`src/rtl/lcd_pkg.sv`:
```
// Shared types and constants for the HD44780 write-side controller.
package lcd_pkg;

  typedef enum logic [2:0] {
    S_PWRUP = 3'd0,
    S_SETUP = 3'd1,
    S_EN_HI = 3'd2,
    S_HOLD  = 3'd3,
    S_WAIT  = 3'd4,
    S_IDLE  = 3'd5
  } lcd_state_e;

  localparam int LCD_INIT_LEN = 7;

  localparam logic [7:0] LCD_CMD_CLEAR   = 8'h01;
  localparam logic [7:0] LCD_CMD_HOME    = 8'h02;
  localparam logic [7:0] LCD_CMD_FSET    = 8'h38;
  localparam logic [7:0] LCD_CMD_DISP_ON = 8'h0C;
  localparam logic [7:0] LCD_CMD_ENTRY   = 8'h06;

  localparam logic [7:0] LCD_INIT_SEQ [LCD_INIT_LEN] = '{
    LCD_CMD_FSET, LCD_CMD_FSET, LCD_CMD_FSET, LCD_CMD_FSET,
    LCD_CMD_DISP_ON, LCD_CMD_CLEAR, LCD_CMD_ENTRY
  };

  // Clear/home (and 0x03, which the controller treats as home) need the long wait.
  function automatic logic is_slow_cmd(input logic rs, input logic [7:0] data);
    return (rs == 1'b0) &&
           ((data == LCD_CMD_CLEAR) || (data == LCD_CMD_HOME) || (data == 8'h03));
  endfunction

endpackage

```
`src/rtl/lcd_timer.sv`:
```
// Loadable down-counter; holds at zero until reloaded.
module lcd_timer
#(
  parameter int CNT_W = 20
) (
  input  logic             clk_i,
  input  logic             load_i,
  input  logic [CNT_W-1:0] value_i,
  output logic             zero_o
);

  logic [CNT_W-1:0] r_cnt;

  // Count down toward zero, or take a new value on load.
  always_ff @(posedge clk_i) begin
    if (load_i) begin
      r_cnt <= value_i;
    end else if (r_cnt != {CNT_W{1'b0}}) begin
      r_cnt <= r_cnt - {{(CNT_W-1){1'b0}}, 1'b1};
    end else begin
      r_cnt <= r_cnt;
    end
  end

  assign zero_o = (r_cnt == {CNT_W{1'b0}});

endmodule

```
`src/rtl/lcd_ctrl.sv`:
```
// HD44780 write controller: autonomous power-up init, then one byte per
// valid/ready handshake with EN strobe and post-write wait timing.
module lcd_ctrl
  import lcd_pkg::*;
#(
  parameter int CNT_W          = 20,
  parameter int SETUP_CYC      = 3,
  parameter int EN_HIGH_CYC    = 25,
  parameter int HOLD_CYC       = 3,
  parameter int CMD_WAIT_CYC   = 2000,
  parameter int CLEAR_WAIT_CYC = 82000,
  parameter int PWRUP_CYC      = 750000,
  parameter int INIT_WAIT1_CYC = 205000,
  parameter int INIT_WAIT2_CYC = 5000
) (
  input  logic       clk_i,
  input  logic       rst_i,
  input  logic       req_valid_i,
  output logic       req_ready_o,
  input  logic       req_rs_i,
  input  logic [7:0] req_data_i,
  output logic       init_done_o,
  output logic       busy_o,
  output logic [7:0] lcd_data_o,
  output logic       lcd_rs_o,
  output logic       lcd_rw_o,
  output logic       lcd_en_o,
  output logic       lcd_on_o,
  output logic       lcd_blon_o
);

  lcd_state_e       r_state, w_state_nxt;
  logic [2:0]       r_step, w_step_nxt, w_step_inc;
  logic             r_init_done, w_init_done_nxt;
  logic [7:0]       r_data, w_data_nxt;
  logic             r_rs, w_rs_nxt;
  logic             r_en, r_on, r_ready, r_busy;
  logic             w_accept, w_zero, w_load, w_last_step;
  logic [CNT_W-1:0] w_wait_cyc, w_load_val;

  assign w_accept    = req_valid_i && r_ready;
  assign w_step_inc  = r_step + 3'd1;
  assign w_last_step = (r_step == 3'(LCD_INIT_LEN - 1));
  assign w_load      = rst_i || (w_state_nxt != r_state);

  lcd_timer #(.CNT_W(CNT_W)) u_timer (
    .clk_i   (clk_i),
    .load_i  (w_load),
    .value_i (w_load_val),
    .zero_o  (w_zero)
  );

  // State and output registers.
  always_ff @(posedge clk_i) begin
    if (rst_i) begin
      r_state     <= S_PWRUP;
      r_step      <= 3'd0;
      r_init_done <= 1'b0;
      r_data      <= 8'h00;
      r_rs        <= 1'b0;
      r_en        <= 1'b0;
      r_on        <= 1'b0;
      r_ready     <= 1'b0;
      r_busy      <= 1'b1;
    end else begin
      r_state     <= w_state_nxt;
      r_step      <= w_step_nxt;
      r_init_done <= w_init_done_nxt;
      r_data      <= w_data_nxt;
      r_rs        <= w_rs_nxt;
      r_en        <= (w_state_nxt == S_EN_HI);
      r_on        <= 1'b1;
      r_ready     <= (w_state_nxt == S_IDLE);
      r_busy      <= (w_state_nxt != S_IDLE);
    end
  end

  // Next-state selection; every timed state leaves when the counter hits zero.
  always_comb begin
    w_state_nxt = r_state;
    case (r_state)
      S_PWRUP: if (w_zero) w_state_nxt = S_SETUP; else w_state_nxt = S_PWRUP;
      S_SETUP: if (w_zero) w_state_nxt = S_EN_HI; else w_state_nxt = S_SETUP;
      S_EN_HI: if (w_zero) w_state_nxt = S_HOLD;  else w_state_nxt = S_EN_HI;
      S_HOLD:  if (w_zero) w_state_nxt = S_WAIT;  else w_state_nxt = S_HOLD;
      S_WAIT: begin
        if (!w_zero) begin
          w_state_nxt = S_WAIT;
        end else if (r_init_done || w_last_step) begin
          w_state_nxt = S_IDLE;
        end else begin
          w_state_nxt = S_SETUP;
        end
      end
      S_IDLE:  if (w_accept) w_state_nxt = S_SETUP; else w_state_nxt = S_IDLE;
      default: w_state_nxt = S_PWRUP;
    endcase
  end

  // Byte/step/done updates, wait selection and counter reload value.
  always_comb begin
    w_data_nxt      = r_data;
    w_rs_nxt        = r_rs;
    w_step_nxt      = r_step;
    w_init_done_nxt = r_init_done;
    if (r_state == S_PWRUP && w_state_nxt == S_SETUP) begin
      w_step_nxt = 3'd0;
      w_data_nxt = LCD_INIT_SEQ[0];
      w_rs_nxt   = 1'b0;
    end else if (r_state == S_WAIT && w_state_nxt == S_SETUP) begin
      w_step_nxt = w_step_inc;
      w_data_nxt = LCD_INIT_SEQ[w_step_inc];
      w_rs_nxt   = 1'b0;
    end else if (r_state == S_WAIT && w_state_nxt == S_IDLE) begin
      w_init_done_nxt = 1'b1;
    end else if (w_accept) begin
      w_data_nxt = req_data_i;
      w_rs_nxt   = req_rs_i;
    end else begin
      w_init_done_nxt = r_init_done;
    end

    if (!r_init_done && r_step == 3'd0) begin
      w_wait_cyc = CNT_W'(INIT_WAIT1_CYC);
    end else if (!r_init_done && r_step == 3'd1) begin
      w_wait_cyc = CNT_W'(INIT_WAIT2_CYC);
    end else if (is_slow_cmd(r_rs, r_data)) begin
      w_wait_cyc = CNT_W'(CLEAR_WAIT_CYC);
    end else begin
      w_wait_cyc = CNT_W'(CMD_WAIT_CYC);
    end

    // Reset parks the counter one above N-1 so the power-up window
    // starts at the first edge out of reset.
    if (rst_i) begin
      w_load_val = CNT_W'(PWRUP_CYC);
    end else begin
      case (w_state_nxt)
        S_SETUP: w_load_val = CNT_W'(SETUP_CYC - 1);
        S_EN_HI: w_load_val = CNT_W'(EN_HIGH_CYC - 1);
        S_HOLD:  w_load_val = CNT_W'(HOLD_CYC - 1);
        S_WAIT:  w_load_val = w_wait_cyc - CNT_W'(32'd1);
        default: w_load_val = {CNT_W{1'b0}};
      endcase
    end
  end

  assign req_ready_o = r_ready;
  assign busy_o      = r_busy;
  assign init_done_o = r_init_done;
  assign lcd_data_o  = r_data;
  assign lcd_rs_o    = r_rs;
  assign lcd_rw_o    = 1'b0;
  assign lcd_en_o    = r_en;
  assign lcd_on_o    = r_on;
  assign lcd_blon_o  = r_on;

endmodule

```
`config.mk`:
```
export PLATFORM = sky130hd
export DESIGN_NAME = lcd_ctrl
export DESIGN_NICKNAME = d
export VERILOG_FILES = /design/src/rtl/lcd_pkg.sv /design/src/rtl/lcd_timer.sv /design/src/rtl/lcd_ctrl.sv
export SDC_FILE = /design/constraint.sdc
export NUM_CORES = 1
export LEC_CHECK = 0
export ABC_AREA = 1
export BUFFER_PORTS_ARGS = -buffer_cell sky130_fd_sc_hd__buf_2
export CAP_MARGIN = 20
export CORE_AREA = 4 4 63 88
export CTS_BUF_LIST = sky130_fd_sc_hd__clkbuf_2 sky130_fd_sc_hd__clkbuf_4 sky130_fd_sc_hd__clkbuf_8
export DETAILED_ROUTE_END_ITERATION = 6
export DIE_AREA = 0 0 67 92
export HOLD_SLACK_MARGIN = 0.05
export PLACE_DENSITY = 0.76
export RECOVER_POWER = 50
export SETUP_SLACK_MARGIN = 0.02
export SLEW_MARGIN = 25
export SYNTH_ARGS = -nofsm -noshare
export SYNTH_HDL_FRONTEND = slang
export SYNTH_SLANG_ARGS = --single-unit
export TNS_END_PERCENT = 100
```
`constraint.sdc`:
```
create_clock -name clk_i -period 2.33 [get_ports clk_i]
set_input_delay 0.3495 -clock clk_i [delete_from_list [all_inputs] [get_ports clk_i]]
set_output_delay 0.3495 -clock clk_i [all_outputs]
set_load 0.005 [all_outputs]
```
# Yosys cells after proc, flatten, opt, wreduce, memory -nomap -nowiden
# Memory sizes are Yosys's and may differ from the RTL's.
# Index checks and enable logic that the tools add are counted.
[classes]
addsub = 3
n_lt_le_gt_ge = 1
eq_ne = 19
mux = 22
bitwise = 5
reduce_logical = 26
[ops]
columns = ["cell", "n"]
rows = [
  ["20-bit two-way mux", 3],
  ["20-bit one-hot mux with 3 select lines", 1],
  ["8-bit two-way mux", 5],
  ["20-bit by 1-bit subtractor with 20-bit output (second input constant)", 2],
  ["17-bit two-way mux", 2],
  ["20-bit logical NOT", 1],
  ["20-bit nonzero test", 1],
  ["18-bit two-way mux", 1],
  ["3-bit one-hot mux with 6 select lines", 1],
  ["8-bit by 2-bit equality test with 1-bit output (second input constant)", 2],
  ["3-bit equality test (second input constant)", 5],
  ["3-bit by 2-bit equality test with 1-bit output (second input constant)", 4],
  ["3-bit two-way mux", 4],
  ["3-bit by 1-bit equality test with 1-bit output (second input constant)", 3],
  ["8-bit by 1-bit equality test with 1-bit output (second input constant)", 1],
  ["1-bit logical AND", 7],
  ["3-bit logical NOT", 2],
  ["6-bit two-way mux", 1],
  ["3-bit != test (second input constant)", 2],
  ["2-bit AND reduction", 3],
  ["4-bit >= comparator (second input constant)", 1],
  ["1-bit logical OR", 4],
  ["1-bit NOT", 4],
  ["3-bit NOT with 4-bit output", 1],
  ["11 further kinds", 15],
]
[totals]
reg_bits = 40
rom_bits = 64
in_bits = 12
elab_cells = 88
mem_count = 1
[mem_list]
columns = ["name", "words", "word_bits", "rd", "rd_clocked_by_memory_dff", "write_ports", "line_no", "source"]
rows = [
  ["(no name shown)", 8, 8, 1, 0, 0, "lcd_ctrl.sv:112", "w_data_nxt = LCD_INIT_SEQ[w_step_inc];"],
]

# Logic depth before layout (Yosys ltp)
# Gate-level depths: netlist of the first run.
[depth]
depth_word = 11
ltp_mapped = 15

# Modules after synthesis
# From an unflattened synthesis of the first run, not the netlist that was laid out.
[hier_totals]
cells_unflattened = 381
hier_area_um2 = 2726.4
[modules_own_cells]
columns = ["mod", "instances", "cells_each", "area_per_inst_um2", "seq_area_each_um2"]
rows = [
  ["lcd_timer", 1, 185, 1415.1, 600.6],
  ["lcd_ctrl", 1, 196, 1311.3, 400.4],
]

# Worst setup path after synthesis of the first run
# Ideal clock, no wire load.
[synth_path]
kind = "reg2reg"
from = "register u_timer.r_cnt[0]"
to = "register u_timer.r_cnt[0], enable pin"
setup_ps = 377
arrival_ps = 2106
required_time_ps = 1953
slack_ps = -153
path_stages_with_launch = 12
path_buffers = 1
period_less_slack_ps = 2483
path_cell_list = "edfxtp_1 > inv_1 > ha_1 > nand2_2 > nor2_4 > nand4_1 > nand2_2 > nand3_4 > o21ai_4 > inv_2 > buf_6 > nand2_1"
[synth_between]
elab_chain_cells = 6
word_cells_on_any_way = 11
cone_classes = "eq/ne: 1; mux: 6; reduce/logical: 4"
[synth_rtl]
columns = ["element", "line_no", "source"]
rows = [
  ["from (decl)", "lcd_timer.sv:12", "logic [CNT_W-1:0] r_cnt;"],
  ["from (signal assigned)", "lcd_timer.sv:17", "r_cnt <= value_i;"],
  ["from (signal assigned)", "lcd_timer.sv:19", "r_cnt <= r_cnt - {{(CNT_W-1){1'b0}}, 1'b1};"],
  ["from (signal assigned)", "lcd_timer.sv:21", "r_cnt <= r_cnt;"],
  ["20-bit logical NOT", "lcd_timer.sv:25", "assign zero_o = (r_cnt == {CNT_W{1'b0}});"],
  ["3-bit two-way mux (tied with other cells)", "lcd_ctrl.sv:87", "if (!w_zero) begin"],
  ["3-bit one-hot mux with 6 select lines", "lcd_ctrl.sv:81", "case (r_state)"],
  ["3-bit != test", "lcd_ctrl.sv:44", "assign w_load = rst_i || (w_state_nxt != r_state);"],
  ["1-bit logical OR", "lcd_ctrl.sv:44", ""],
  ["2-bit nonzero test (no source line) *", "n/a", ""],
]
# Mark *: on every way between the ends. The rest lies on a longest branch, timed or not.
# A chain may end at the register's enable or synchronous reset.

# Worst setup path in the final report of the first run
[layout_path]
from = "register u_timer.r_cnt[0]"
to = "register u_timer.r_cnt[12] (data pin)"
[layout_between]
elab_chain_cells = 8
word_cells_on_any_way = 19
cone_classes = "add/sub: 1; eq/ne: 5; mux: 10; reduce/logical: 3"
[layout_rtl]
columns = ["element", "line_no", "source"]
rows = [
  ["20-bit logical NOT", "lcd_timer.sv:25", ""],
  ["3-bit two-way mux (tied with other cells)", "lcd_ctrl.sv:87", ""],
  ["3-bit one-hot mux with 6 select lines", "lcd_ctrl.sv:81", ""],
  ["3-bit by 1-bit equality test with 1-bit output or 3-bit by 2-bit equality test with 1-bit output (tied branches)", "lcd_ctrl.sv:138", "case (w_state_nxt)"],
  ["2-bit OR reduction (no source line)", "n/a", ""],
  ["20-bit one-hot mux with 3 select lines", "lcd_ctrl.sv:138", ""],
  ["20-bit two-way mux", "lcd_ctrl.sv:135", "if (rst_i) begin"],
  ["20-bit two-way mux *", "lcd_timer.sv:16", "if (load_i) begin"],
]
# Mark *: on every way between the ends. The rest lies on a longest branch, timed or not. The select of a mux whose other input is x is not followed.

==> flow_summary.toml, run 1 <==
[cts]
cts_buffers = 5
cts.clk_slew.worst_paths_ns = 0.08
cts.path.max_buffers = 2
cts_hold_buf = 0
htree_levels = 2
numClockSinks = 40
clk_latency_ns = 0.30
cts_tree = "built"
root_buffer = "clkbuf_8"

[global_routing]
grt_first_pass_wirelength_um = 9290
grt_start_max_net_pins = 17
antenna_found_initial = 0
track_usage_pct = 19.7
grt-ovfl-total = 0
grt_pass1_vias = 2140

[job]
drv_cap = 0

[setup_path]
cp.required_ns = 2.38
reg2reg_to = "u_timer.r_cnt[12]"
critPathMaxFanout = 4
critical_path_class = "flip-flop to flip-flop"
start_kind = "flip-flop"
path_cells = "inv_1, ha_2, nand2_2, nor2_4, buf_4, buf_4, nand3_1, or2_2, nor2_1, xnor2_1, a21oi_1"
cp_common_cell = "buf_4"
crit_path_end_kind = "flip-flop"
r2r-start = "u_timer.r_cnt[0]"
r2r_cells = 11
cpMaxStageDelayCell = "edfxtp_1"
reg2reg_setup_slack_ns = 0.14
worst_ep_arrival_time_ns = 2.24
slowest_delay_ns = 0.38

[routing]
viasPerCell = 4.96
drc_errors = 0
post_drt_wl_per_cell_um = 12.6
drt_pass1_iterations = 4
drt_iter0_drc = 34
vias = 2157
antenna_left = 0
totalWireLength_um = 5490

[timing]
slew_violations = 0
skew_ns = 0.00726
fmaxAchievable_mhz = 456
min_period_over_period_pct = 94.1
fin_ws_ns = 0.137
hold_slack_ns = 0.259
post-route-min-period_ns = 2.19
rsz0062_at_grt = "no"
finalSetupTns_ns = 0
setup-violations-final = 0
hold_viol_final = 0

[finish]
n_antenna_cell = 0
nFillCells = 460
fin_nets = 390
instances_no_fill = 435
final_area_mm2 = 0.00291
fin_util_pct = 61.0
area_growth_pct = 14.1
drive_gt1_share_pct = 20.2

[logic_synthesis]
ys_top_cells_by_area = "edfxtp_1, dfxtp_1, nand2_1"
async_reset_ff_share_pct = 0
netlist_instances = 330
syn_nets = 350
ys_seq_area_share_pct = 39.3
netlist_area_mm2 = 0.00255
synth_edf_count = 20
yosys_warnings = 0
synth_flop_cell = "edfxtp_1"
ys_types = 34
yosys.area.top_type = "edfxtp_1"
synth-seq-cells = 40
synth.top_cell.area_share_pct = 23.6
avgSynthCellArea_um2 = 7.72

[place]
dp_hpwl_um = 4360
post-place-ws_ns = 0.0974
placed_area_mm2 = 0.00279
portBuffers = 26
place_inst = 423
place_congestion = 0.844

[floorplan]
die_area_mm2 = 0.00616
die_w_um = 67
start_util_pct = 53.4
design.core.area_mm2 = 0.00477
pin_count = 28
row_count = 30
dieHeight_um = 92

[min_path]
hold_path_class = "input pin to flip-flop"
min_path_cells = 2
hp-start = "rst_i"
hold_path_end = "init_done_o"

[power]
leakagePower_nw = 1.33
power_mw = 1.46
vdd_drop_max_v = 0.000357
p_per_area_mw_per_mm2 = 502

[status]
status = "finished clean"
[cells by family (layout without fill, tap and decap cells)]
kind of cell	after synthesis	after routing	synth area share, %
and+or+nand+nor	182	182	35.8
buffers and inverters	54	95	8.94
DFF	40	40	39.3
AOI/OAI and AO/OA	31	31	7.07
xor gates and xnor gates	14	14	4.81
adders and majority gates	8	8	3.93
other	1	1	0.147
[placed cells by master, fill, tap and decap left out, types with 4 or more instances in the layout]
master / n
nand2_1: 69
nor2_1: 46
inv_1: 44
nand3_1: 24
dfxtp_1: 20
edfxtp_1: 20
buf_2: 15
a21oi_1: 14
clkbuf_1: 11
buf_4: 11
xor2_1: 9
o21ai_0: 9
nor3_1: 8
nand2_2: 8
ha_1: 7
nor2_4: 5
xnor2_1: 5
clkbuf_8: 5
nand2_4: 4
[power breakdown]
group          internal, mW  total [mW]  switching, mW
registers             0.780       0.810         0.0307
clock network         0.203       0.446          0.242
logic                0.0841       0.203          0.119
total                  1.07        1.46          0.392
[routing by layer]
| layer | up-vias | global-route usage, % | part of all wire, % |
|---|---|---|---|
| met1 | 981 | 21.2 | 39 |
| met5 | - | 0 | 0 |
| met2 | 38 | 35.8 | 56 |
| met4 | 0 | 8.63 | 1.9 |
| li1 | 1129 | - | - |
| met3 | 9 | 3.68 | 3.6 |
[timing repair]
item | 4_1_cts | 5_1_grt
setup buffers | 0 | 4
endpoints found under the hold margin | 0 | 0
endpoints found under the setup margin | 0 | 40
gates resized for setup | 0 | 5
[cell usage after synthesis (2+ instances only)]
master	n
nand3_1	24
edfxtp_1	20
nand3_2	3
nand3_4	3
or2_2	3
nor3_1	8
dfxtp_1	20
a21oi_1	15
nor2_4	5
buf_4	4
nand2_4	4
o21ai_2	2
ha_1	8
xnor2_1	5
nand2_1	70
o21ai_1	2
xor2_1	9
nand2_2	7
nand4_1	3
inv_1	44
inv_2	3
nor2_1	48
o21ai_0	9
[state kept, by name (all words and copies together) (netlist names)]
register / cells
lcd_data_o: 8
r_step: 3
init_done_o: 1
req_ready_o: 1
busy_o: 1
lcd_en_o: 1
lcd_blon_o: 1
lcd_rs_o: 1
u_timer.r_cnt: 20
r_state: 3
[how the worst max path moves through the flow]
stage / start / endpoint / depth (start not counted)
final: u_timer.r_cnt[0] / u_timer.r_cnt[12] / 11
after CTS: u_timer.r_cnt[0] / lcd_data_o[0] / 16
after floorplan: u_timer.r_cnt[0] / u_timer.r_cnt[0] / 11
after global placement: u_timer.r_cnt[0] / u_timer.r_cnt[4] / 12
after detailed placement: u_timer.r_cnt[0] / u_timer.r_cnt[1] / 11
after global routing: u_timer.r_cnt[0] / u_timer.r_cnt[12] / 11
[critical path: cells and delay by family (launching register included)]
kind,cells,cell delay (ns)
fa+ha+maj,1,0.20
simple gates,5,0.79
compound gates,1,0.09
xor+xnor,1,0.15
flops,1,0.38
buf+inv,3,0.32
[cell type report]
cell class | instances | area, um^2 | area share, %
sequential | 40 | 1000 | 34.4
inverter | 48 | 181 | 6.24
clock inverter | 3 | 13.8 | 0.473
multi-input combinational | 236 | 1330 | 45.8
timing repair buffer | 39 | 230 | 7.92
clock buffer | 5 | 68.8 | 2.37
tap | 64 | 80.1 | 2.75
Note: power is estimated with default switching activity, not from simulation.
==> run 2: changes to the inputs <==
- ABC_CLOCK_PERIOD_IN_PS: default -> 2330
- CELL_PAD_IN_SITES_DETAIL_PLACEMENT: default -> 0
- CELL_PAD_IN_SITES_GLOBAL_PLACEMENT: default -> 1
- CORE_AREA: 4 4 63 88 -> 4 4 73 102
- DIE_AREA: 0 0 67 92 -> 0 0 77 106
- PLACE_DENSITY: 0.76 -> 0.75
==> run 2 against run 1 <==
Against the previous run: first-iteration DRC count increased to 4.0 times the previous value; largest power group unchanged; sequential cell count unchanged; utilization decreased by 15 points; maximum frequency increased by 1.4%; count of clock-buffer cells in the layout increased by 1.
==> flow_summary.toml, run 2 (synthesis results as in run 1) <==
[timing]
setup-violations-final = 0
rsz0062_at_grt = "no"
hold_slack_ns = 0.258
relSlewSlack_pct = 45.6
fin_ws_ns = 0.167
min_period_over_period_pct = 92.8
fmaxAchievable_mhz = 462
slew_violations = 0
finalSetupTns_ns = 0
tightest_slew_ns = 0.817
hold_viol_final = 0
skew_ns = 0.00916
post-route-min-period_ns = 2.16

[power]
vdd_drop_max_v = 0.000278
internal_power_mw = 1.20
netSwitchingPower_uw = 390
clockPowerShare_pct = 36.5
pwr-share-comb_pct = 12.6
leakagePower_nw = 1.37
power_mw = 1.59
power.share.sequential_pct = 50.9
p_sw_share_pct = 24.6
p_per_area_mw_per_mm2 = 531

[finish]
largest_register = "u_timer.r_cnt"
area_growth_pct = 17.3
drive_gt1_share_pct = 21.7
largest_register_ffs = 20
nFillCells = 650
layout_commonest_cell = "nand2_1"
mostFrequentLayoutCells = "nand2_1, nor2_1, inv_1"
fin_nets = 393
n_antenna_cell = 0

[min_path]
hold_path_class = "input pin to flip-flop"

[place]
dp_hpwl_um = 4700
post-place-ws_ns = 0.0290
portBuffers = 26
place_congestion = 0.899

[floorplan]
start_util_pct = 39.0
dieHeight_um = 106
die_w_um = 77
row_count = 35
pin_count = 28
die_area_mm2 = 0.00816
design.core.area_mm2 = 0.00653

[setup_path]
crit_path_end_kind = "flip-flop"
cp.required_ns = 2.38
critPathMaxFanout = 4
critical_path_class = "flip-flop to flip-flop"
worst_ep_arrival_time_ns = 2.21
start_kind = "flip-flop"

[global_routing]
grt_start_max_net_pins = 16
grt_first_pass_wirelength_um = 10300
track_usage_pct = 15.4
antenna_found_initial = 0
grt-ovfl-total = 0
grt_pass1_vias = 2282

[cts]
cts.clk_slew.worst_paths_ns = 0.08
cts_hold_buf = 0
numClockSinks = 40
root_buffer = "clkbuf_8"
cts_tree = "built"
cts_buffers = 5
clk_latency_ns = 0.29
htree_levels = 2
cts.path.max_buffers = 2

[routing]
totalWireLength_um = 5780
drt_iter0_drc = 135
vias = 2195
post_drt_wl_per_cell_um = 12.9
drc_errors = 0
antenna_left = 0
drt_pass1_iterations = 4
viasPerCell = 4.90

[status]
status = "finished clean"

[job]
drv_cap = 0
-- run 2: cell types whose count changed in the layout (fill, tap and decap cells not counted), sizes merged --
cell    change
clkinv      -3
inv         +1
buf         +6
bufinv      +1
clkbuf      -2
-- run 2: critical path, stage by stage, from the launching register on --
cell	delay, ns
edfxtp_1	0.39
inv_1	0.09
ha_2	0.20
nand2_2	0.09
nor2_4	0.16
buf_4	0.13
buf_4	0.10
nand3_1	0.11
or2_2	0.31
nor2_1	0.12
xnor2_1	0.15
a21oi_1	0.09
-- run 2: area by class of cell --
class	count	area [um^2]	area share [%]
well taps	74	92.6	3.10
repair buffers	42	258	8.62
flip-flops and latches	40	1000	33.5
inverters	48	183	6.11
multi-input cells	236	1340	45.0
clock buffers	6	76.3	2.55
clock inverters	2	35.0	1.17
-- run 2: per-layer routing --
metal	up-vias	share of wire, %	GRT usage (%)
li1	1134	-	-
met3	12	3.5	2.71
met1	1009	40	16.9
met2	40	55	29.7
met5	-	0	0
met4	0	2.4	4.83
-- run 2: timing repair --
action                                  in CTS  in global routing
buffers inserted                             0                  3
endpoints found under the setup margin       0                 46
resized for setup                            0                  8
-- run 2: worst paths after layout --
check / end / from / slack [ns] / cells past startpoint
setup / recovery: u_timer.r_cnt[12] / u_timer.r_cnt[0] / 0.17 / 11
hold / removal: init_done_o / rst_i / 0.26 / 2
setup reg to reg: u_timer.r_cnt[12] / u_timer.r_cnt[0] / 0.17 / 11
hold reg to reg: lcd_data_o[7] / lcd_data_o[7] / 0.48 / 2
-- run 2: power by group through the flow --
stage	clock network (mW)	logic, mW	registers [mW]
2_1_floorplan	0	0.146	0.817
3_3_place_gp	0	0.197	0.821
3_5_place_dp	0	0.198	0.822
4_1_cts	0.595	0.199	0.806
5_1_grt	0.628	0.231	0.811
6_report	0.579	0.200	0.807
-- run 2: through the flow --
stage	cells	utilization [%]	cell area, um^2
after global routing	448	45.8	2990
after CTS	445	45.2	2950
after global placement	437	43.5	2840
after floorplan	330	-	2550
final	448	45.8	2990
after detailed placement	437	43.5	2840
